$ cat config.mk
export PLATFORM = sky130hd
export DESIGN_NAME = mult_product_accumulator
export DESIGN_NICKNAME = d
export VERILOG_FILES = /design/src/rtl/mult_product_accumulator.sv
export SDC_FILE = /design/constraint.sdc
export NUM_CORES = 1
export LEC_CHECK = 0
export CAP_MARGIN = 15
export CORE_MARGIN = 2
export CORE_UTILIZATION = 28
export DETAILED_ROUTE_END_ITERATION = 6
export GPL_TIMING_DRIVEN = 0
export SLEW_MARGIN = 20
export SYNTH_ARGS = -nofsm -noshare
export SYNTH_HDL_FRONTEND = slang
export SYNTH_SLANG_ARGS = --single-unit
$ cat constraint.sdc
create_clock -name clk -period 5.7 [get_ports clk]
set_clock_uncertainty 0.15 [all_clocks]
set_input_delay 1.14 -clock clk [delete_from_list [all_inputs] [get_ports clk]]
set_output_delay 1.14 -clock clk [all_outputs]
set_load 0.05 [all_outputs]
$ cat src/rtl/mult_product_accumulator.sv
// ---------------------------------------------------------------------------
// mult_product_accumulator
//   Sums 8-bit unsigned products from the 4x4 array multiplier into an
//   ACC_W-bit accumulator. A sum closes on prod_last or after MAX_TERMS
//   products. The completed sum is then held on a valid/ready output
//   handshake until the consumer takes it.
//
// Ports
//   clk         system clock, rising edge
//   rst         asynchronous active-high reset
//   clear       synchronous abort of the partial or held sum
//   prod_valid  / prod_ready / prod_data[7:0] / prod_last : product input
//   acc_valid   / acc_ready  : completed-sum handshake
//   acc_data[ACC_W-1:0]      completed sum
//   acc_count[CNT_W-1:0]     number of products in the sum
//   acc_ovf                  sum overflowed ACC_W at least once
// ---------------------------------------------------------------------------
module mult_product_accumulator #(
  parameter int ACC_W     = 16,
  parameter int MAX_TERMS = 16,
  parameter int CNT_W     = 5,
  parameter int SATURATE  = 0
) (
  input  logic             clk,
  input  logic             rst,
  input  logic             clear,
  input  logic             prod_valid,
  output logic             prod_ready,
  input  logic [7:0]       prod_data,
  input  logic             prod_last,
  output logic             acc_valid,
  input  logic             acc_ready,
  output logic [ACC_W-1:0] acc_data,
  output logic [CNT_W-1:0] acc_count,
  output logic             acc_ovf
);

  typedef enum logic {
    ST_ACCUM = 1'b0,
    ST_HOLD  = 1'b1
  } state_t;

  localparam logic [CNT_W-1:0] LAST_IDX = CNT_W'(MAX_TERMS - 1);

  state_t           r_state;
  state_t           w_next_state;
  logic             r_prod_ready;
  logic [ACC_W-1:0] r_acc_data;
  logic [CNT_W-1:0] r_acc_count;
  logic             r_acc_ovf;

  logic             w_prod_hs;
  logic             w_res_hs;
  logic             w_close;
  logic [ACC_W:0]   w_sum;
  logic             w_carry;
  logic [ACC_W-1:0] w_acc_next;

  // Handshakes. prod_ready is only ever high in ACCUM, so a product
  // handshake implies ACCUM.
  assign w_prod_hs = prod_valid & r_prod_ready;
  assign w_res_hs  = (r_state == ST_HOLD) & acc_ready;

  // A single close event covers prod_last and the MAX_TERMS rollover, so a
  // coincident pair still closes the sum once.
  assign w_close = w_prod_hs & (prod_last | (r_acc_count == LAST_IDX));

  // One extra bit captures the carry out of the accumulator MSB.
  assign w_sum      = {1'b0, r_acc_data} + {{(ACC_W - 7){1'b0}}, prod_data};
  assign w_carry    = w_sum[ACC_W];
  assign w_acc_next = ((SATURATE != 0) && w_carry) ? '1 : w_sum[ACC_W-1:0];

  // State register
  // NOTE: sequential state uses non-blocking assignments so every flop
  // samples pre-edge values regardless of block ordering.
  always_ff @(posedge clk or posedge rst) begin
    if (rst) r_state <= ST_ACCUM;
    else     r_state <= w_next_state;
  end

  // Next-state logic; clear overrides any handshake in the same cycle.
  always_comb begin
    // NOTE: a default assignment before any branch keeps this block free of
    // inferred latches.
    w_next_state = r_state;
    if (clear) begin
      w_next_state = ST_ACCUM;
    end else begin
      unique case (r_state)
        ST_ACCUM: if (w_close)  w_next_state = ST_HOLD;
        ST_HOLD:  if (w_res_hs) w_next_state = ST_ACCUM;
        default:                w_next_state = ST_ACCUM;
      endcase
    end
  end

  // Output logic
  always_comb begin
    acc_valid  = (r_state == ST_HOLD);
    prod_ready = r_prod_ready;
    acc_data   = r_acc_data;
    acc_count  = r_acc_count;
    acc_ovf    = r_acc_ovf;
  end

  // prod_ready is registered: high only when the block is in ACCUM now and
  // stays there. Leaving HOLD therefore costs one dead cycle before the next
  // product can be taken.
  always_ff @(posedge clk or posedge rst) begin
    if (rst) r_prod_ready <= 1'b0;
    else     r_prod_ready <= (r_state == ST_ACCUM) && (w_next_state == ST_ACCUM);
  end

  // Accumulator datapath
  always_ff @(posedge clk or posedge rst) begin
    if (rst) begin
      r_acc_data  <= '0;
      r_acc_count <= '0;
      r_acc_ovf   <= 1'b0;
    end else if (clear || w_res_hs) begin
      r_acc_data  <= '0;
      r_acc_count <= '0;
      r_acc_ovf   <= 1'b0;
    end else if (w_prod_hs) begin
      r_acc_data  <= w_acc_next;
      r_acc_count <= r_acc_count + 1'b1;
      r_acc_ovf   <= r_acc_ovf | w_carry;
    end
  end

endmodule

Yosys cells after proc, flatten, opt, wreduce, memory -nomap -nowiden

Cells that the tools add are included.

Add/sub/neg operators: 2
Equal/unequal tests: 1
Muxes and demuxes: 10
Bitwise gates (word level): 7
Reductions and logical operators: 3

Operator list:

| cell                                                             | count |
|---|---|
| 16-bit two-way mux                                               | 2 |
| 16-bit by 8-bit adder with 17-bit output                         | 1 |
| 5-bit two-way mux                                                | 2 |
| 5-bit by 1-bit adder with 5-bit output (second input constant)   | 1 |
| 5-bit by 4-bit == test with 1-bit output (second input constant) | 1 |
| 1-bit two-way mux                                                | 5 |
| 1-bit bitwise AND                                                | 3 |
| 1-bit NOT                                                        | 2 |
| 1-bit OR                                                         | 2 |
| 1-bit case mux with 2 select lines                               | 1 |
| 2-bit nonzero test                                               | 1 |
| 1-bit logical AND                                                | 1 |
| 1-bit logical OR                                                 | 1 |

Flip-flop bits (word level): 24

Longest topological paths before layout

Gate-level depths: netlist of run 1.

Depth after elaboration: 8
Depth in mapped cells: 8

Worst setup path after synthesis of run 1

Ideal clock, no wire load.

Kind: input port to flip-flop
From: in prod_data[0]
To: reg r_acc_data[8] (netlist: acc_data[8])
Setup time: 0.078 ns
Data arrival time: 2.682 ns
Slack: 2.790 ns
Cell stages on the path: 8
Cell sequence: ha_1 inv_1 fa_1 nand2b_1 a21oi_2 nor3_2 or4_1 a21oi_1

Cells in the longest elaborated chain, start to end: 3

RTL lines:

| what                                     | RTL line | text |
|---|---|---|
| from (decl)                              | 29       | `input logic [7:0] prod_data,` |
| 16-bit by 8-bit adder with 17-bit output | 69       | `assign w_sum = {1'b0, r_acc_data} + {{(ACC_W - 7){1'b0}}, prod_data};` |
| 16-bit two-way mux                       | 124      | `end else if (w_prod_hs) begin` |
| 16-bit two-way mux                       | 120      | `end else if (clear \|\| w_res_hs) begin` |
| to (signal assigned)                     | 125      | `r_acc_data <= w_acc_next;` |
| to (decl)                                | 48       | `logic [ACC_W-1:0] r_acc_data;` |

No other way between the ends. The select of a mux whose other input is x is not followed.
A chain may end at the register's enable or synchronous reset.

Final worst setup path of run 1

From: in prod_data[0]
To: reg r_acc_data[10] (netlist: acc_data[10])

Same word-level chain as after synthesis.

==> out/results.txt, run 1 <==
The first global-routing pass estimated 6570 um of wire. Power spread over the standard cell area amounts to 226 nW/um2. After synthesis, flip-flops and latches occupy 39.8% of the total area. Measured against the total synthesized area, the mux share comes to 0.664%. The tools report the launch point of the worst path as prod_data[0].

The data required time at the worst endpoint is 5750 ps, and the area of the core is 5140 um2. The tree is rooted in a clkbuf_8. The number of antenna violations at the first check in global routing is 0. For flop-to-flop paths, the worst setup slack is 3320 ps.

Yosys mapped the design onto 39 distinct sky130hd cell types. The area growth from synthesis to layout came out at 33.1%. Summing the areas of all and, or, nand and nor instances in the mapped netlist gives 22.6% of the synthesized area. For the instance area after placement, the log shows 1970 um2. The synthesized net count is 196, and the worst-case clock buffer depth is 2. Of all nets on the critical path, the largest fanout is 7. The number of clock buffers added by TritonCTS is 3.

Once detail routing completed, the nets flagged for antenna violations numbered 0. The flow ran to the end, and the final reports show no timing, DRC or antenna violations. For the later-pin clock latency in the skew report, the log shows 270 ps. Wires add up to 3810 um.

For the worst flop-to-flop path, the logic depth is 8. Counting the fill cells in the layout gives 575. Of the total synthesized cell area, the portion taken by full adders, half adders and majority gates is 9.63%. The level count of the clock H-tree was 1; the number of design-rule violations left by the first detailed-router iteration was 87.

The tools report the via count of the first global-routing pass as 1372. Gates resized during post-CTS repair numbered 0. Cells with a size suffix above 1 make up 3.32% of the layout. Setup repair after global routing left no endpoint under its margin. The library cell used most frequently in the layout, excluding fill and tap cells, is clkdlybuf4s50_1.

The tools report the maximum number of pins on one net before global-route repair as 25. The endpoint identified for the worst register-to-register timing path is acc_data[10]. The tightest slew margin relative to the limit is 35.6%.

For the detailed-placement wirelength estimate, the log shows 2900 um. The antenna diode instance count was 0; the final routed wire length divided by cell count was 13.6 um. The most used flip-flop cell after synthesis is dfrtp_1. For this design the top-level I/O count stands at 38. The total congestion overflow is 0. The run gives 0 as the number of max-slew violations in the final report. The type of element capturing the critical path was a flip-flop. After Yosys synthesis, XOR and XNOR cells account for 2.90% of the synthesized area.

The logs give 2010 um2 for the final design instance area without fill and 29.3% for the initial cell density of the core. For the quantity of hold-fixing buffers added after cts, the log shows 0. For the standard-cell row count, the log shows 26. Count of final hold-check violations: 0.

The area of the die is 5990 um2, and the synthesized flop and latch total is 24. The run gives 0.807 as the placer congestion estimate. The logs give 1510 um2 for the netlist area before placement and 0 ps for the setup TNS. The post-layout minimum cycle time was 3310 ps. The category of the critical setup timing path is in2reg. TritonCTS built the clock tree. Summing internal, switching and leakage power gives 0.453 mW.

The count of vias placed by the detailed router was 1412; the number of cells traversed by the worst hold path was 2. The number of instances in the synthesized netlist was 171; the actual transition at the worst max-transition pin was 965 ps. The number of sinks on the clock net came out at 24. In the finished design, the share of the clock period the worst path needs comes to 58.1%. The maximum vdd drop was 104 uV.

The critical register-to-register path startpoint was acc_data[0]. The die is 77.4 um tall. Global routing used 13.4% of the available tracks. The tools report the kind of start point of the critical path as an input pin. The library cells used most frequently in the layout, excluding fill and tap cells, are 37 x clkdlybuf4s50_1, 24 x dfrtp_1, 20 x nand2_1, 17 x a21oi_1, 16 x nor2_1. For this run, the number of Yosys warnings is 0. The arrival time at the worst endpoint is 3360 ps, and the clock transition at the registers of the reported paths is 80 ps.

In the routed design, unresolved DRC markers number 0. The mean instance size in the synthesized netlist is 8.82 um2. In the routed layout, each cell is associated on average with a via count of 5.02. Counting flops with a built-in enable in the synthesized netlist gives 0. The share of async-settable or async-resettable flops after synthesis is 100%, and the number of nets in the finished design is 238. The synthesized netlist devotes 20.6% of its cell area to compound gates.

The run gives 0 as the post-CTS setup buffer count. Based on the critical path, the design can be clocked at up to 0.302 GHz. Buffers placed on the I/O ports in this run total 37. Combinational family with the most area after synthesis: simple AND/OR/NAND/NOR gates.

The total iterations of the first detailed-routing run was 4. The worst min-delay path class was reg2reg. The die span in x came out at 77.4 um. The number of endpoints failing setup at the final stage was 0. In this run the worst setup path terminates at acc_data[10]. Across the run, the number of max-cap violations was 0.

Leakage component of the power: 0.785 nW.
==> area by class of cell <==
| class | instances | area, um2 | area share (%) |
|---|---|---|---|
| Tap cell | 70 | 87.6 | 4.36 |
| Sequential cell | 24 | 601 | 29.9 |
| Timing Repair Buffer | 37 | 370 | 18.5 |
| Inverter | 9 | 33.8 | 1.68 |
| Clock buffer | 3 | 41.3 | 2.06 |
| Buffer | 6 | 23.8 | 1.18 |
| Multi-Input combinational cell | 132 | 850 | 42.3 |
==> where the power goes <==
group	switching [mW]	internal (mW)	total, mW	leakage, nW
registers	0.0107	0.180	0.191	0.325
clock network	0.0542	0.0474	0.102	0.0216
logic	0.104	0.0567	0.160	0.439
==> flip-flops by register name (all words and copies together) (netlist names) <==
name,count
acc_count,5
acc_valid,1
prod_ready,1
acc_data,16
acc_ovf,1
==> per-layer routing <==
| metal | global-route usage [%] | vias to the layer above | routed length [um] |
|---|---|---|---|
| met2 | 22.3 | 39 | 1780 |
| met1 | 18.0 | 668 | 1810 |
| met5 | 0 | - | 0 |
| li1 | - | 703 | - |
| met4 | 2.32 | 0 | 17 |
| met3 | 3.14 | 2 | 208 |
==> synth_stat cells, types with 2 or more instances <==
cell	count	area (um2)
a211oi_1	4	30.0
a21oi_1	17	85.1
a31oi_1	4	25.0
clkbuf_1	5	18.8
dfrtp_1	24	601
ha_1	10	125
inv_1	9	33.8
nand2_1	20	75.1
nand2b_1	3	18.8
nand3_1	3	15.0
nand4_1	4	25.0
nand4b_1	2	17.5
nor2_1	16	60.1
nor2b_1	3	18.8
o211ai_1	3	22.5
o21a_1	2	15.0
o21ai_0	8	40.0
o311ai_0	2	17.5
o31ai_1	3	22.5
o41ai_1	2	17.5
or3_1	4	25.0
or4_1	3	22.5
xor2_1	4	35.0
==> worst max-delay path, cell delays in order <==
cell and delay [ps]:
clkdlybuf4s50_1 460, ha_1 200, inv_1 70, fa_1 390, nand2b_1 210, a21oi_2 220
nor3_2 120, or4_1 410, a21oi_1 150
==> cells by family (layout without fill, tap and decap cells) <==
logic type / Yosys count / after routing
AND/OR/NAND/NOR: 66 / 66
AO/OA/AOI/OAI: 49 / 49
flip-flops: 24 / 24
buffers and inverters: 15 / 55
adder cells (fa/ha/maj): 11 / 11
XOR/XNOR: 5 / 5
multiplexers: 1 / 1
==> metrics by stage <==
| stage | util [%] | hold WS (ps) | setup WS (ps) | instances |
|---|---|---|---|---|
| 6_report | 39.0 | 337 | 2390 | 281 |
| 5_1_grt | 39.0 | 383 | 2220 | 281 |
| 4_1_cts | 39.0 | 345 | 2390 | 281 |
| 3_5_place_dp | 38.2 | 325 | 2100 | 278 |
| 3_3_place_gp | 38.2 | 316 | 2140 | 278 |
| 2_1_floorplan | - | 603 | 2790 | 171 |
==> worst min-delay path by stage <==
stage	from	endpoint	slack, ps
after floorplan	acc_ovf	acc_ovf	600
after global placement	acc_ovf	acc_ovf	320
after detailed placement	acc_ovf	acc_ovf	330
after global routing	acc_ovf	acc_ovf	380
after CTS	acc_ovf	acc_ovf	350
final	acc_ovf	acc_ovf	340
(Power assumes the default switching activity.)
==> inputs of run 2 (changes only) <==
clock period = 3.4 ns   (was 5.7 ns; I/O delays follow)
==> results of run 2 <==
Same layout as run 1 (identical final DEF). Status: completed.
Main changes from that run: setup slack after placement 2100 ps -> 261 ps; setup slack after layout 2390 ps -> 547 ps; register-to-register setup slack 3320 ps -> 1020 ps; total power 0.453 mW -> 0.759 mW; worst IR drop on VDD 104 uV -> 174 uV
==> inputs of run 3 (changes only) <==
clock period = 2.6 ns   (was 3.4 ns; I/O delays follow)
==> out/results.txt, run 3 (synthesis gave the netlist of run 1 again) <==
The flow ran to the end, and the final reports show no timing, DRC or antenna violations. The clock transition at the registers of the reported paths is 90 ps. The tightest slew margin relative to the limit was 35.5%.

In this run the remaining antenna-violating nets after routing total 0. For this design the total switching power over the nets is 0.382 mW. From bottom edge to top edge, the die measures 77.4 um. The number of max-slew violations in the final report came out at 0.

The count of final hold-check violations was 0; the final worst hold slack was 339 ps. The die covers 5990 um2. The area growth from synthesis to layout is 37.3%. For this run, the post-layout net count is 240. Of the cells placed in the final design, the portion with a size suffix greater than 1 is 7.51%. In this run the tool buffered the top-level ports with 37 buffer cells. For the fill cell total of the finished layout, the log shows 573. The number of placed instances with taps included was 278; the fmax was 0.399 GHz. The tree built by TritonCTS fans out to 24 sinks. Of all nets on the critical path, the largest fanout is 7. Worst min-delay path class: reg2reg.

Clock tree synthesis selected as its root buffer the cell clkbuf_8. The flip-flop count of the largest register after layout was 16; the level count of the clock H-tree was 1. Clock latency on the worst-skew pair, taken at its later pin, is 270 ps. For the initial cell density of the core, the log shows 29.3%. At the placement stage, the worst setup path has a slack of -379 ps. The longest clock path from root to sink contains 2 buffers. In the routed layout, each cell is associated on average with a via count of 5.17. Summed over all nets, the half-perimeter wirelength after detailed placement is 2900 um. Data on the critical path is required at its endpoint by 2660 ps. For the pin with the worst max-slew slack, the measured transition is 966 ps. Setup violations remaining at the end of the flow were counted as 0. The post-route total power came out at 1.01 mW.

The final design instance area without fill is 2070 um2, and the total congestion overflow is 0. In this run switching power makes up 37.8% of total power. The placed instances occupy a cell area of 1970 um2. In this run the static leakage power is 0.814 nW. The repair_antennas step left the layout with diodes totalling 0. For the finished layout, the period the worst path requires is 2510 ps. The type of element capturing the critical path was a flip-flop.

For the wire length reported by the detailed router, the log shows 3930 um. The setup path with the least slack is of type in2reg. For the maximum number of pins on one net before global-route repair, the log shows 25. Internal power comes to 0.630 mW.

TritonCTS built the clock tree. The run gives 26 as the standard-cell row count. Once layout is complete, the utilization of the core stands at 40.3%. The worst path uses 96.4% of the clock period. For the number of maximum-capacitance violations, the log shows 0.

Sequential cells burn 41.3% of the power. At the end of routability-driven placement, the weighted congestion stood at 0.807. The areal power density over the cells works out to 489 nW/um2. The number of antenna violations at the first check in global routing was 0; the via count of the first global-routing pass was 1404. Leaving out fill and tap cells, the most frequent cell in the layout is clkdlybuf4s50_1.

The die span in x was 77.4 um. IR analysis of the VDD net gives a maximum drop of 227 uV. Share of power burned in combinational logic: 36.5%. Before antenna repair, the detailed router went through 4 iterations. The run gives 0 as the number of design rule violations left after detail routing. Setup repair after global routing could not meet its margin everywhere. For this run, the total global-route usage over all layers was measured as 13.6%. The wire length of the first global-routing pass is 6690 um, and the area of the core is 5140 um2. After the first detailed-routing iteration, the DRC count stood at 72. The post-route non-filler standard cell count is 283, and the arrival time at the worst endpoint is 2560 ps. The setup TNS came out at 0 ps. The worst setup path is launched from an input pin. In this run, CTS created clock tree buffers numbering 3. The worst path setup slack after routing was 93.4 ps. The relative contribution of the clock network to total power is 22.1%. The top cell types in the final layout, fill and taps aside, are 37 x clkdlybuf4s50_1, 24 x dfrtp_1, 20 x nand2_1, 16 x nor2_1, 16 x a21oi_1. In the final routed layout, each cell accounts on average for 13.9 um.

The count of vias placed by the detailed router is 1462. The I/O pin total was 38.
[run 3: area by class of cell]
| type | count | area, um2 | share of cell area (%) |
|---|---|---|---|
| inverters | 9 | 33.8 | 1.63 |
| flip-flops and latches | 24 | 601 | 29.0 |
| multi-input cells | 132 | 897 | 43.3 |
| plain buffers | 6 | 23.8 | 1.15 |
| well taps | 70 | 87.6 | 4.23 |
| repair buffers | 39 | 385 | 18.6 |
| clock buffers | 3 | 41.3 | 2.00 |
[run 3: worst paths after layout]
path,start,endpoint,slack (ps),cells past startpoint
max,prod_data[0],acc_data[10],90,9
min,acc_ovf,acc_ovf,340,2
max reg2reg,acc_data[0],acc_data[10],410,8
min reg2reg,acc_ovf,acc_ovf,340,2
max in group asynchronous,rst,acc_valid,1090,2
min in group asynchronous,rst,prod_ready,610,2
[run 3: per-layer routing]
metal	track usage [%]	part of all wire [%]
met1	18.2	46
met2	22.9	48
met3	3.14	5.2
met4	2.32	0.48
met5	0	0
[run 3: timing repair]
item | CTS | global route
hold buffers | 0 | 0
buffers inserted | 1 | 1
setup endpoints to repair | 4 | 7
pin swaps | 1 | 2
gates resized for setup | 4 | 5
[run 3: power by group through the flow]
stage / Sequential [mW] / Clock [mW] / Combinational (mW)
CTS: 0.419 / 0.233 / 0.361
global route: 0.423 / 0.246 / 0.405
global placement: 0.426 / 0 / 0.351
floorplan: 0.500 / 0 / 0.161
detailed placement: 0.426 / 0 / 0.353
finish: 0.418 / 0.224 / 0.370
[run 3: worst max-delay path, stage by stage]
cell and delay, ps:
clkdlybuf4s50_1 460, ha_2 180, inv_1 60, fa_2 340
nand2b_4 170, a21oi_4 180, nor3_4 80, or4_4 430
a21oi_2 140
